$ cat config.mk
export PLATFORM = sky130hd
export DESIGN_NAME = gb_frame_capture
export DESIGN_NICKNAME = d
export VERILOG_FILES = /design/src/rtl/gb_frame_capture.sv
export SDC_FILE = /design/constraint.sdc
export NUM_CORES = 1
export LEC_CHECK = 0
export ABC_AREA = 1
export CAP_MARGIN = 20
export CORE_AREA = 4 4 109 80
export CTS_CLUSTER_DIAMETER = 100
export DETAILED_ROUTE_END_ITERATION = 10
export DIE_AREA = 0 0 113 84
export GPL_TIMING_DRIVEN = 0
export PLACE_DENSITY = 0.58
export SYNTH_ARGS = -nofsm -noshare
export SYNTH_HDL_FRONTEND = slang
export SYNTH_SLANG_ARGS = --single-unit
$ cat constraint.sdc
create_clock -name clock -period 2.4 [get_ports clock]
set_input_delay 0.72 -clock clock [delete_from_list [all_inputs] [get_ports clock]]
set_output_delay 0.72 -clock clock [all_outputs]
set_load 0.03 [all_outputs]
$ cat src/rtl/gb_frame_capture.sv
// Captures the Game Boy LCD strobe stream into a double-buffered 2bpp frame store.
// The strobes are level signals sampled in the core clock domain. Each clean frame flips the bank handed to scan-out.
module gb_frame_capture #(
    parameter int H_PIXELS   = 160,
    parameter int V_LINES    = 144,
    parameter int ADDR_WIDTH = 16
) (
    input  logic                  clock,
    input  logic                  reset,
    input  logic [1:0]            pixel_data,
    input  logic                  pixel_clock,
    input  logic                  pixel_latch,
    input  logic                  hsync,
    input  logic                  vsync,
    output logic                  fb_wr_en,
    output logic [ADDR_WIDTH-1:0] fb_wr_addr,
    output logic [1:0]            fb_wr_data,
    output logic                  fb_rd_bank,
    output logic                  frame_done,
    output logic [7:0]            frame_count,
    output logic                  err_overrun,
    output logic                  err_short
);

    localparam int PIX_W = ADDR_WIDTH - 1;
    localparam int COL_W = $clog2(H_PIXELS + 1);
    localparam int ROW_W = $clog2(V_LINES + 1);

    localparam logic [COL_W-1:0] H_MAX  = COL_W'(H_PIXELS);
    localparam logic [ROW_W-1:0] V_MAX  = ROW_W'(V_LINES);
    localparam logic [PIX_W-1:0] H_STEP = PIX_W'(H_PIXELS);

    // Strobe lanes: 0 pixel_clock, 1 pixel_latch, 2 hsync, 3 vsync
    logic [3:0] strobe_in;
    logic [3:0] s1_reg;
    logic [3:0] s2_reg;
    logic [3:0] strobe_edge;
    logic [1:0] pix_data_s1_reg;

    assign strobe_in = {vsync, hsync, pixel_latch, pixel_clock};

    generate
        for (genvar gi = 0; gi < 4; gi++) begin : g_edge
            assign strobe_edge[gi] = s1_reg[gi] & ~s2_reg[gi];
        end
    endgenerate

    logic [COL_W-1:0] col_reg,       col_next;
    logic [ROW_W-1:0] row_reg,       row_next;
    logic [PIX_W-1:0] line_base_reg, line_base_next;
    logic             wr_next;
    logic             overrun_set;
    logic             short_set;
    logic             flip;

    // Events resolve in order: pixel write, column/row update, then vsync overrides.
    always_comb begin
        col_next       = col_reg;
        row_next       = row_reg;
        line_base_next = line_base_reg;
        wr_next        = 1'b0;
        overrun_set    = 1'b0;
        short_set      = 1'b0;
        flip           = 1'b0;

        if (strobe_edge[0]) begin
            if (col_reg < H_MAX && row_reg < V_MAX) begin
                wr_next  = 1'b1;
                col_next = col_reg + 1'b1;
            end else begin
                overrun_set = 1'b1;
            end
        end

        if (strobe_edge[1] || strobe_edge[2]) begin
            col_next = '0;
        end

        if (strobe_edge[2]) begin
            if (row_reg < V_MAX) begin
                row_next       = row_reg + 1'b1;
                line_base_next = line_base_reg + H_STEP;
            end else begin
                overrun_set = 1'b1;
            end
        end

        // The frame check sees the row after any same-cycle hsync advance.
        if (strobe_edge[3]) begin
            if (row_next == V_MAX) begin
                flip = 1'b1;
            end else begin
                short_set = 1'b1;
            end
            row_next       = '0;
            col_next       = '0;
            line_base_next = '0;
        end
    end

    always_ff @(posedge clock) begin
        if (reset) begin
            s1_reg          <= '0;
            s2_reg          <= '0;
            pix_data_s1_reg <= '0;
            col_reg         <= '0;
            row_reg         <= '0;
            line_base_reg   <= '0;
            fb_wr_en        <= 1'b0;
            fb_wr_addr      <= '0;
            fb_wr_data      <= '0;
            fb_rd_bank      <= 1'b0;
            frame_done      <= 1'b0;
            frame_count     <= '0;
            err_overrun     <= 1'b0;
            err_short       <= 1'b0;
        end else begin
            s1_reg          <= strobe_in;
            s2_reg          <= s1_reg;
            pix_data_s1_reg <= pixel_data;
            col_reg         <= col_next;
            row_reg         <= row_next;
            line_base_reg   <= line_base_next;
            fb_wr_en        <= wr_next;
            frame_done      <= flip;

            // The write bank is always the one scan-out is not reading.
            if (wr_next) begin
                fb_wr_addr <= {~fb_rd_bank, line_base_reg + PIX_W'(col_reg)};
                fb_wr_data <= pix_data_s1_reg;
            end

            if (flip) begin
                fb_rd_bank  <= ~fb_rd_bank;
                frame_count <= frame_count + 8'd1;
            end

            if (overrun_set) begin
                err_overrun <= 1'b1;
            end
            if (short_set) begin
                err_short <= 1'b1;
            end
        end
    end

endmodule

==> flow_summary.yaml, run 1 <==
timing:
  maxSlewHeadroom: 0.659
  fin_worst_skew_ns: 0.00646
  period_needed_ns: 2.23
  tns_ns: 0
  max_freq_mhz: 447
  maxSlewViolCount: 0
  fin_crit_sh: 0.931
  setup_violations: 0
  tightest_slew_ns: 0.511
  finalHoldViolations: 0
  rsz0062_at_grt: "no"
  whs_ns: 0.428
floorplanning:
  io_pins: 39
  die_x_um: 113
  die_h_um: 84
  row_count: 27
  start_util: 0.391
  core_area_um2: 7670
  fp.dieArea_um2: 9490
setup_path:
  crit_chain: "clkdlybuf4s50_1"
  cp-end-kind: "primary output"
  critPathLaunchType: "flop"
  required_ns: 1.68
  crit_type: "reg -> out"
  path_max_fanout: 4
  path_buf_inv: 1
  critPathSlowestCell: "clkdlybuf4s50_1"
  slowest_delay_ns: 0.72
  cp_top_family: "buffers and inverters"
  cp.arrival_ns: 1.51
pwr:
  p_int_mw: 1.72
  p_comb_frac: 0.085
  clkPwrFrac: 0.403
  seq_power_share: 0.512
  ir_drop_mv: 0.397
  power_switching_mw: 0.540
  sw_frac_of_total: 0.239
  leakagePower_nw: 1.42
  p_per_area_nw_per_um2: 614
placement:
  dp_hpwl_um: 4700
  place_congestion: 0.820
  portBuffers: 37
  post_dp_cell_area_um2: 3490
  placed_cells: 521
yosys:
  synth_seq_cells: 67
  ys.flop_type: "dfxtp_1"
  syn_nets: 399
  synth.distinct_cells: 33
  yosys_warnings: 0
  synth_enable_flop_cells: 0
  yosysSeqAreaShare: 0.447
  syn_area_um2: 3000
  synthArstFlopShare: 0
  synth.avg_cell_area_um2: 7.83
  synth_cells: 383
drt:
  drc: 0
  ant_nets: 0
  drtIter0Drc: 117
  routed_wl_um: 6400
  wl_per_cell_um: 11.9
  vias_per_cell: 4.61
  dr.pass1.iters: 4
  vias: 2476
clocking:
  clock_sinks: 67
  cts_root_buffer: "clkbuf_8"
  cts_tree: "built"
  hold_buffers: 0
  post_cts_resized: 0
  clock_latency_ns: 0.35
  clk_pin_slew_worst_paths_ns: 0.07
  cts_setup_buffers: 0
  htreeDepth: 3
  cts_made_buffers: 9
  clk_path_buf_depth: 2
layout:
  stdcell_area_um2: 3680
  final_cell_mix: "dfxtp_1, nand2_1, inv_1, nor2_1, a21oi_1"
  layout_commonest_cell: "dfxtp_1"
  drive_gt1_frac: 0.103
  syn2layout_area_growth_pct: 22.8
  antennaDiodeCount: 0
  instances_no_fill: 537
  fin_nets: 447
  largest_reg_flops: 16
global_route:
  grt-ovfl-total: 0
  first_global_vias: 2285
  grt_max_degree: 11
  grt_pass1_wl_um: 10900
  track_usage: 0.142
  antenna_found_initial: 0
run_status:
  outcome: "completed"
hold_path:
  min_path_type: "reg -> reg"
job:
  cap_violations: 0
-- power by group through the flow --
stage / clock network [mW] / logic, mW / registers (mW)
finish: 0.911 / 0.192 / 1.16
floorplan: 0 / 0.0993 / 1.21
detailed placement: 0 / 0.193 / 1.18
global placement: 0 / 0.193 / 1.18
global route: 0.993 / 0.212 / 1.16
CTS: 0.943 / 0.195 / 1.16
-- Yosys cell counts, types with 2 or more instances --
| cell type | number | area (um^2) |
|---|---|---|
| nand4_1 | 12 | 75.1 |
| dfxtp_1 | 67 | 1340 |
| xor2_1 | 11 | 96.3 |
| nor3_1 | 4 | 20.0 |
| nand3_1 | 17 | 85.1 |
| clkbuf_1 | 9 | 33.8 |
| nand4_2 | 2 | 25.0 |
| inv_1 | 43 | 161 |
| nor3_2 | 2 | 20.0 |
| nor2_4 | 3 | 33.8 |
| nand2_4 | 2 | 22.5 |
| nand2_2 | 7 | 43.8 |
| buf_6 | 2 | 22.5 |
| inv_2 | 2 | 7.51 |
| o21ai_0 | 23 | 115 |
| nor2_1 | 43 | 161 |
| nand2_1 | 63 | 236 |
| xnor2_1 | 3 | 26.3 |
| a21oi_1 | 42 | 210 |
| or2_2 | 2 | 12.5 |
| ha_1 | 7 | 87.6 |
| nor2_2 | 2 | 12.5 |
| nand3_2 | 5 | 50.1 |
-- cell type report --
type	instances	area (um^2)
Buffer	14	91.3
Clock buffer	14	153
Clock inverter	2	35.0
Fill cell	750	3990
Inverter	45	169
Multi-Input combinational cell	257	1400
Sequential cell	67	1340
Tap cell	101	126
Timing Repair Buffer	37	370
-- path summary, 6_finish.rpt --
path | end | start | cells past startpoint | slack (ns)
worst max register to register | frame_count[6]$_SDFFE_PP0P_ | row_reg[0]$_SDFF_PP0_ | 10 | 0.56
worst min-delay path | s2_reg[3]$_SDFF_PP0_ | s1_reg[3]$_SDFF_PP0_ | 2 | 0.43
worst min register to register | s2_reg[3]$_SDFF_PP0_ | s1_reg[3]$_SDFF_PP0_ | 2 | 0.43
worst max-delay path | fb_rd_bank | fb_rd_bank$_SDFFE_PP0P_ | 1 | 0.17
-- stage by stage --
stage / utilization / setup slack (ns) / power (mW)
2_1_floorplan: - / 0.668 / 1.31
3_3_place_gp: 0.456 / 0.210 / 1.37
3_5_place_dp: 0.456 / 0.191 / 1.37
4_1_cts: 0.480 / 0.156 / 2.29
5_1_grt: 0.480 / 0.138 / 2.36
6_report: 0.480 / 0.165 / 2.26
-- per-layer routing --
layer / global-route usage / vias to the layer above / part of all wire
li1: - / 1337 / -
met1: 0.198 / 1085 / 0.53
met2: 0.197 / 45 / 0.40
met3: 0.0558 / 9 / 0.058
met4: 0.0524 / 0 / 0.014
met5: 0 / - / 0
-- logic make-up (layout without fill, tap and decap cells) --
group	after synthesis	count (layout)	share of synthesized area
adder cells (fa/ha/maj)	8	8	0.0359
XOR/XNOR	14	14	0.0409
flip-flops	67	67	0.447
AND/OR/NAND/NOR	166	166	0.270
buffers and inverters	59	112	0.0868
AO/OA/AOI/OAI	69	69	0.119
No activity file was read; power rests on OpenSTA's default activity.
==> inputs of run 2 (changes only) <==
- CELL_PAD_IN_SITES_DETAIL_PLACEMENT: default -> 2
- CELL_PAD_IN_SITES_GLOBAL_PLACEMENT: default -> 2
- CORE_AREA: 4 4 109 80 -> 4 4 118 86
- DIE_AREA: 0 0 113 84 -> 0 0 122 90
- PLACE_DENSITY: 0.58 -> 0.8
==> run 2 against run 1 <==
Compared with the run above:
- sequential power is essentially flat
- register-to-register slack worse by 0.15 ns
- via count rose by 11%
- design area rose by 4.4%
- core utilization fell by 5.1 points
- critical path type unchanged
- largest cell class unchanged
- largest power group is now clock
==> flow_summary.yaml, run 2 (same netlist as run 1, synthesis figures left out) <==
pwr:
  power_mw: 2.80
  ir_drop_mv: 0.440
  leakagePower_nw: 1.49
  p_per_area_nw_per_um2: 727
clocking:
  post_cts_resized: 0
  cts_made_buffers: 9
  cts_root_buffer: "clkbuf_16"
  clock_latency_ns: 0.34
  clk_pin_slew_worst_paths_ns: 0.06
  cts_tree: "built"
  hold_buffers: 0
  cts_setup_buffers: 0
  clk_path_buf_depth: 2
  htreeDepth: 3
  clock_sinks: 67
layout:
  largest_reg_flops: 16
  antennaDiodeCount: 0
  drive_gt1_frac: 0.108
  final_cell_mix: "dfxtp_1, nand2_1, inv_1, nor2_1, a21oi_1"
  instances_no_fill: 560
  nFillCells: 1023
  fin_nets: 447
  syn2layout_area_growth_pct: 28.2
  fin_util: 0.429
  layout_commonest_cell: "dfxtp_1"
  stdcell_area_um2: 3840
drt:
  routed_wl_um: 9400
  ant_nets: 0
  drc: 0
  vias_per_cell: 4.92
  drtIter0Drc: 79
  dr.pass1.iters: 4
  wl_per_cell_um: 16.8
  vias: 2755
global_route:
  grt-ovfl-total: 0
  track_usage: 0.180
  first_global_vias: 2966
  grt_max_degree: 12
  antenna_found_initial: 0
  grt_pass1_wl_um: 15600
setup_path:
  critPathSlowestCell: "clkdlybuf4s50_1"
  cp.arrival_ns: 1.49
  required_ns: 1.68
  crit_chain: "clkdlybuf4s50_1"
  cp_top_family: "buffers and inverters"
  critPathLaunchType: "flop"
  path_max_fanout: 4
  slowest_delay_ns: 0.71
  crit_type: "reg -> out"
  cp-end-kind: "primary output"
  path_buf_inv: 1
floorplanning:
  die_x_um: 122
  row_count: 29
  fp.dieArea_um2: 11000
  io_pins: 39
  core_area_um2: 8960
  die_h_um: 90
  start_util: 0.334
timing:
  tightest_slew_ns: 0.597
  setup_ws_ns: 0.190
  max_freq_mhz: 452
  whs_ns: 0.436
  maxSlewViolCount: 0
  tns_ns: 0
  period_needed_ns: 2.21
  maxSlewHeadroom: 0.599
  fin_worst_skew_ns: 0.00550
  setup_violations: 0
  fin_crit_sh: 0.921
  finalHoldViolations: 0
  rsz0062_at_grt: "no"
run_status:
  outcome: "completed"
placement:
  place_ws_ns: 0.0602
  portBuffers: 37
  placed_cells: 544
  dp_hpwl_um: 6520
  place_congestion: 0.763
  post_dp_cell_area_um2: 3520
job:
  cap_violations: 0
hold_path:
  min_path_type: "reg -> reg"
[run 2: area by class of cell]
class	count	area [um^2]	share of cell area
multi-input cells	257	1400	0.363
flip-flops and latches	67	1340	0.349
repair buffers	37	370	0.0964
clock buffers	12	246	0.0641
inverters	45	169	0.0439
well taps	124	155	0.0404
plain buffers	14	91.3	0.0238
clock inverters	4	73.8	0.0192
[run 2: path summary, 6_finish.rpt]
check	startpoint	to	slack [ns]	cells past startpoint
min	s1_reg[3]$_SDFF_PP0_	s2_reg[3]$_SDFF_PP0_	0.44	2
min reg2reg	s1_reg[3]$_SDFF_PP0_	s2_reg[3]$_SDFF_PP0_	0.44	2
max	fb_rd_bank$_SDFFE_PP0P_	fb_rd_bank	0.19	1
max reg2reg	row_reg[0]$_SDFF_PP0_	frame_count[5]$_SDFFE_PP0P_	0.41	10
[run 2: metal layers]
layer  GRT usage  vias to the layer above  part of all wire
met2       0.300                       38              0.49
met4      0.0420                        0            0.0088
met3      0.0546                       10             0.035
met1       0.229                     1366              0.47
met5           0                        -                 0
li1            -                     1341                 -
[run 2: power breakdown]
part	total (mW)	switching [mW]	internal, mW	leakage, nW
Combinational	0.205	0.133	0.0715	0.784
Sequential	1.16	0.0182	1.14	0.545
Clock	1.43	0.493	0.938	0.157
Total	2.80	0.644	2.15	1.49
==> inputs of run 3 (changes only) <==
- REMOVE_ABC_BUFFERS: default -> 1
==> run 3 against run 2 <==
Compared with the run above:
- count of clock-buffer cells in the layout grew 1
- sequential share of layout area grew 0.18 points
- design area shrank 0.52%
- cell count shrank 1.8%
- largest cell class unchanged
==> flow_summary.yaml, run 3 (same netlist as run 1, synthesis figures left out) <==
floorplanning:
  die_x_um: 122
  fp.dieArea_um2: 11000
  io_pins: 39
  core_area_um2: 8960
  start_util: 0.334
  row_count: 29
  die_h_um: 90
setup_path:
  path_max_fanout: 5
  path_buf_inv: 1
  critPathSlowestCell: "clkdlybuf4s50_1"
  slowest_delay_ns: 0.71
  r2r_setup_slack_ns: 0.30
  crit_type: "reg -> out"
  cp.arrival_ns: 1.48
  cp-end-kind: "primary output"
  required_ns: 1.68
  cp_top_family: "buffers and inverters"
  crit_chain: "clkdlybuf4s50_1"
  critPathLaunchType: "flop"
drt:
  wl_per_cell_um: 15.8
  vias: 2658
  ant_nets: 0
  dr.pass1.iters: 4
  vias_per_cell: 4.83
  drtIter0Drc: 80
  drc: 0
  routed_wl_um: 8660
global_route:
  grt-ovfl-total: 0
  grt_max_degree: 32
  track_usage: 0.167
  use_met1: 0.211
  grt_busiest_layer: "met2"
  first_global_vias: 2896
  grt_pass1_wl_um: 14700
  met2_usage: 0.283
  antenna_found_initial: 0
  use_met3: 0.0414
placement:
  portBuffers: 38
  dp_hpwl_um: 6030
  place_congestion: 0.789
  post_dp_cell_area_um2: 3470
  placed_cells: 532
layout:
  fin_nets: 438
  syn2layout_area_growth_pct: 27.5
  instances_no_fill: 550
  drive_gt1_frac: 0.113
  largest_reg_flops: 16
  layout_commonest_cell: "dfxtp_1"
  antennaDiodeCount: 0
  stdcell_area_um2: 3820
  final_cell_mix: "dfxtp_1, nand2_1, inv_1, nor2_1, a21oi_1"
hold_path:
  min_path_type: "reg -> reg"
clocking:
  clk_path_buf_depth: 2
  htreeDepth: 3
  cts_root_buffer: "clkbuf_16"
  cts_tree: "built"
  clock_latency_ns: 0.33
  clock_sinks: 67
  cts_made_buffers: 9
  clk_pin_slew_worst_paths_ns: 0.05
pwr:
  leakagePower_nw: 1.47
  ir_drop_mv: 0.317
  p_per_area_nw_per_um2: 704
timing:
  setup_violations: 0
  maxSlewViolCount: 0
  finalHoldViolations: 0
  fin_worst_skew_ns: 0.00693
  fin_crit_sh: 0.915
  rsz0062_at_grt: "no"
  max_freq_mhz: 456
  tightest_slew_ns: 1.07
  period_needed_ns: 2.20
  maxSlewHeadroom: 0.284
job:
  cap_violations: 0
run_status:
  outcome: "completed"
-- run 3: cell types whose count changed in the layout (fill, tap and decap cells not counted), sizes merged --
cell    delta
clkbuf     -8
bufinv     -1
clkinv     -1
-- run 3: routing by layer --
layer,vias to the layer above,routed length (um)
li1,1315,-
met1,1304,3960
met2,31,4420
met3,8,196
met4,0,95
met5,-,0
-- run 3: area by class of cell --
class / count / area, um^2
Sequential cell: 67 / 1340
Timing Repair Buffer: 42 / 438
Tap cell: 124 / 155
Clock buffer: 13 / 260
Inverter: 45 / 174
Fill cell: 1025 / 5140
Multi-Input combinational cell: 257 / 1420
Clock inverter: 2 / 35.0
-- run 3: path summary, 6_finish.rpt --
| check | start | depth (start not counted) | end |
|---|---|---|---|
| setup reg to reg | row_reg[0]$_SDFF_PP0_ | 10 | frame_count[6]$_SDFFE_PP0P_ |
| hold / removal | s1_reg[1]$_SDFF_PP0_ | 2 | s2_reg[1]$_SDFF_PP0_ |
| hold reg to reg | s1_reg[1]$_SDFF_PP0_ | 2 | s2_reg[1]$_SDFF_PP0_ |
| setup / recovery | frame_count[2]$_SDFFE_PP0P_ | 1 | frame_count[2] |
-- run 3: power breakdown --
| part | total [mW] | switching (mW) | internal, mW |
|---|---|---|---|
| sequential | 1.16 | 0.0185 | 1.14 |
| combinational | 0.207 | 0.133 | 0.0743 |
| clock | 1.33 | 0.471 | 0.854 |
-- run 3: repair_timing --
item	4_1_cts	5_1_grt
resized for setup	4	6
endpoints found under the setup margin	21	10
hold buffers	0	0
pin swaps	0	1
endpoints found under the hold margin	0	0
buffers inserted	0	3
-- run 3: per-stage QoR --
| stage | utilization | power [mW] | setup slack, ns | hold slack, ns | setup TNS [ns] |
|---|---|---|---|---|---|
| after floorplan | - | 1.29 | 0.578 | 0.410 | 0 |
| after global placement | 0.384 | 1.36 | -1.29 | 0.417 | -26.40 |
| after detailed placement | 0.387 | 1.38 | -1.04 | 0.437 | -15.53 |
| after CTS | 0.420 | 2.71 | 0.0206 | 0.445 | 0 |
| after global routing | 0.427 | 2.81 | 0.0601 | 0.466 | 0 |
| final | 0.427 | 2.69 | 0.205 | 0.436 | 0 |
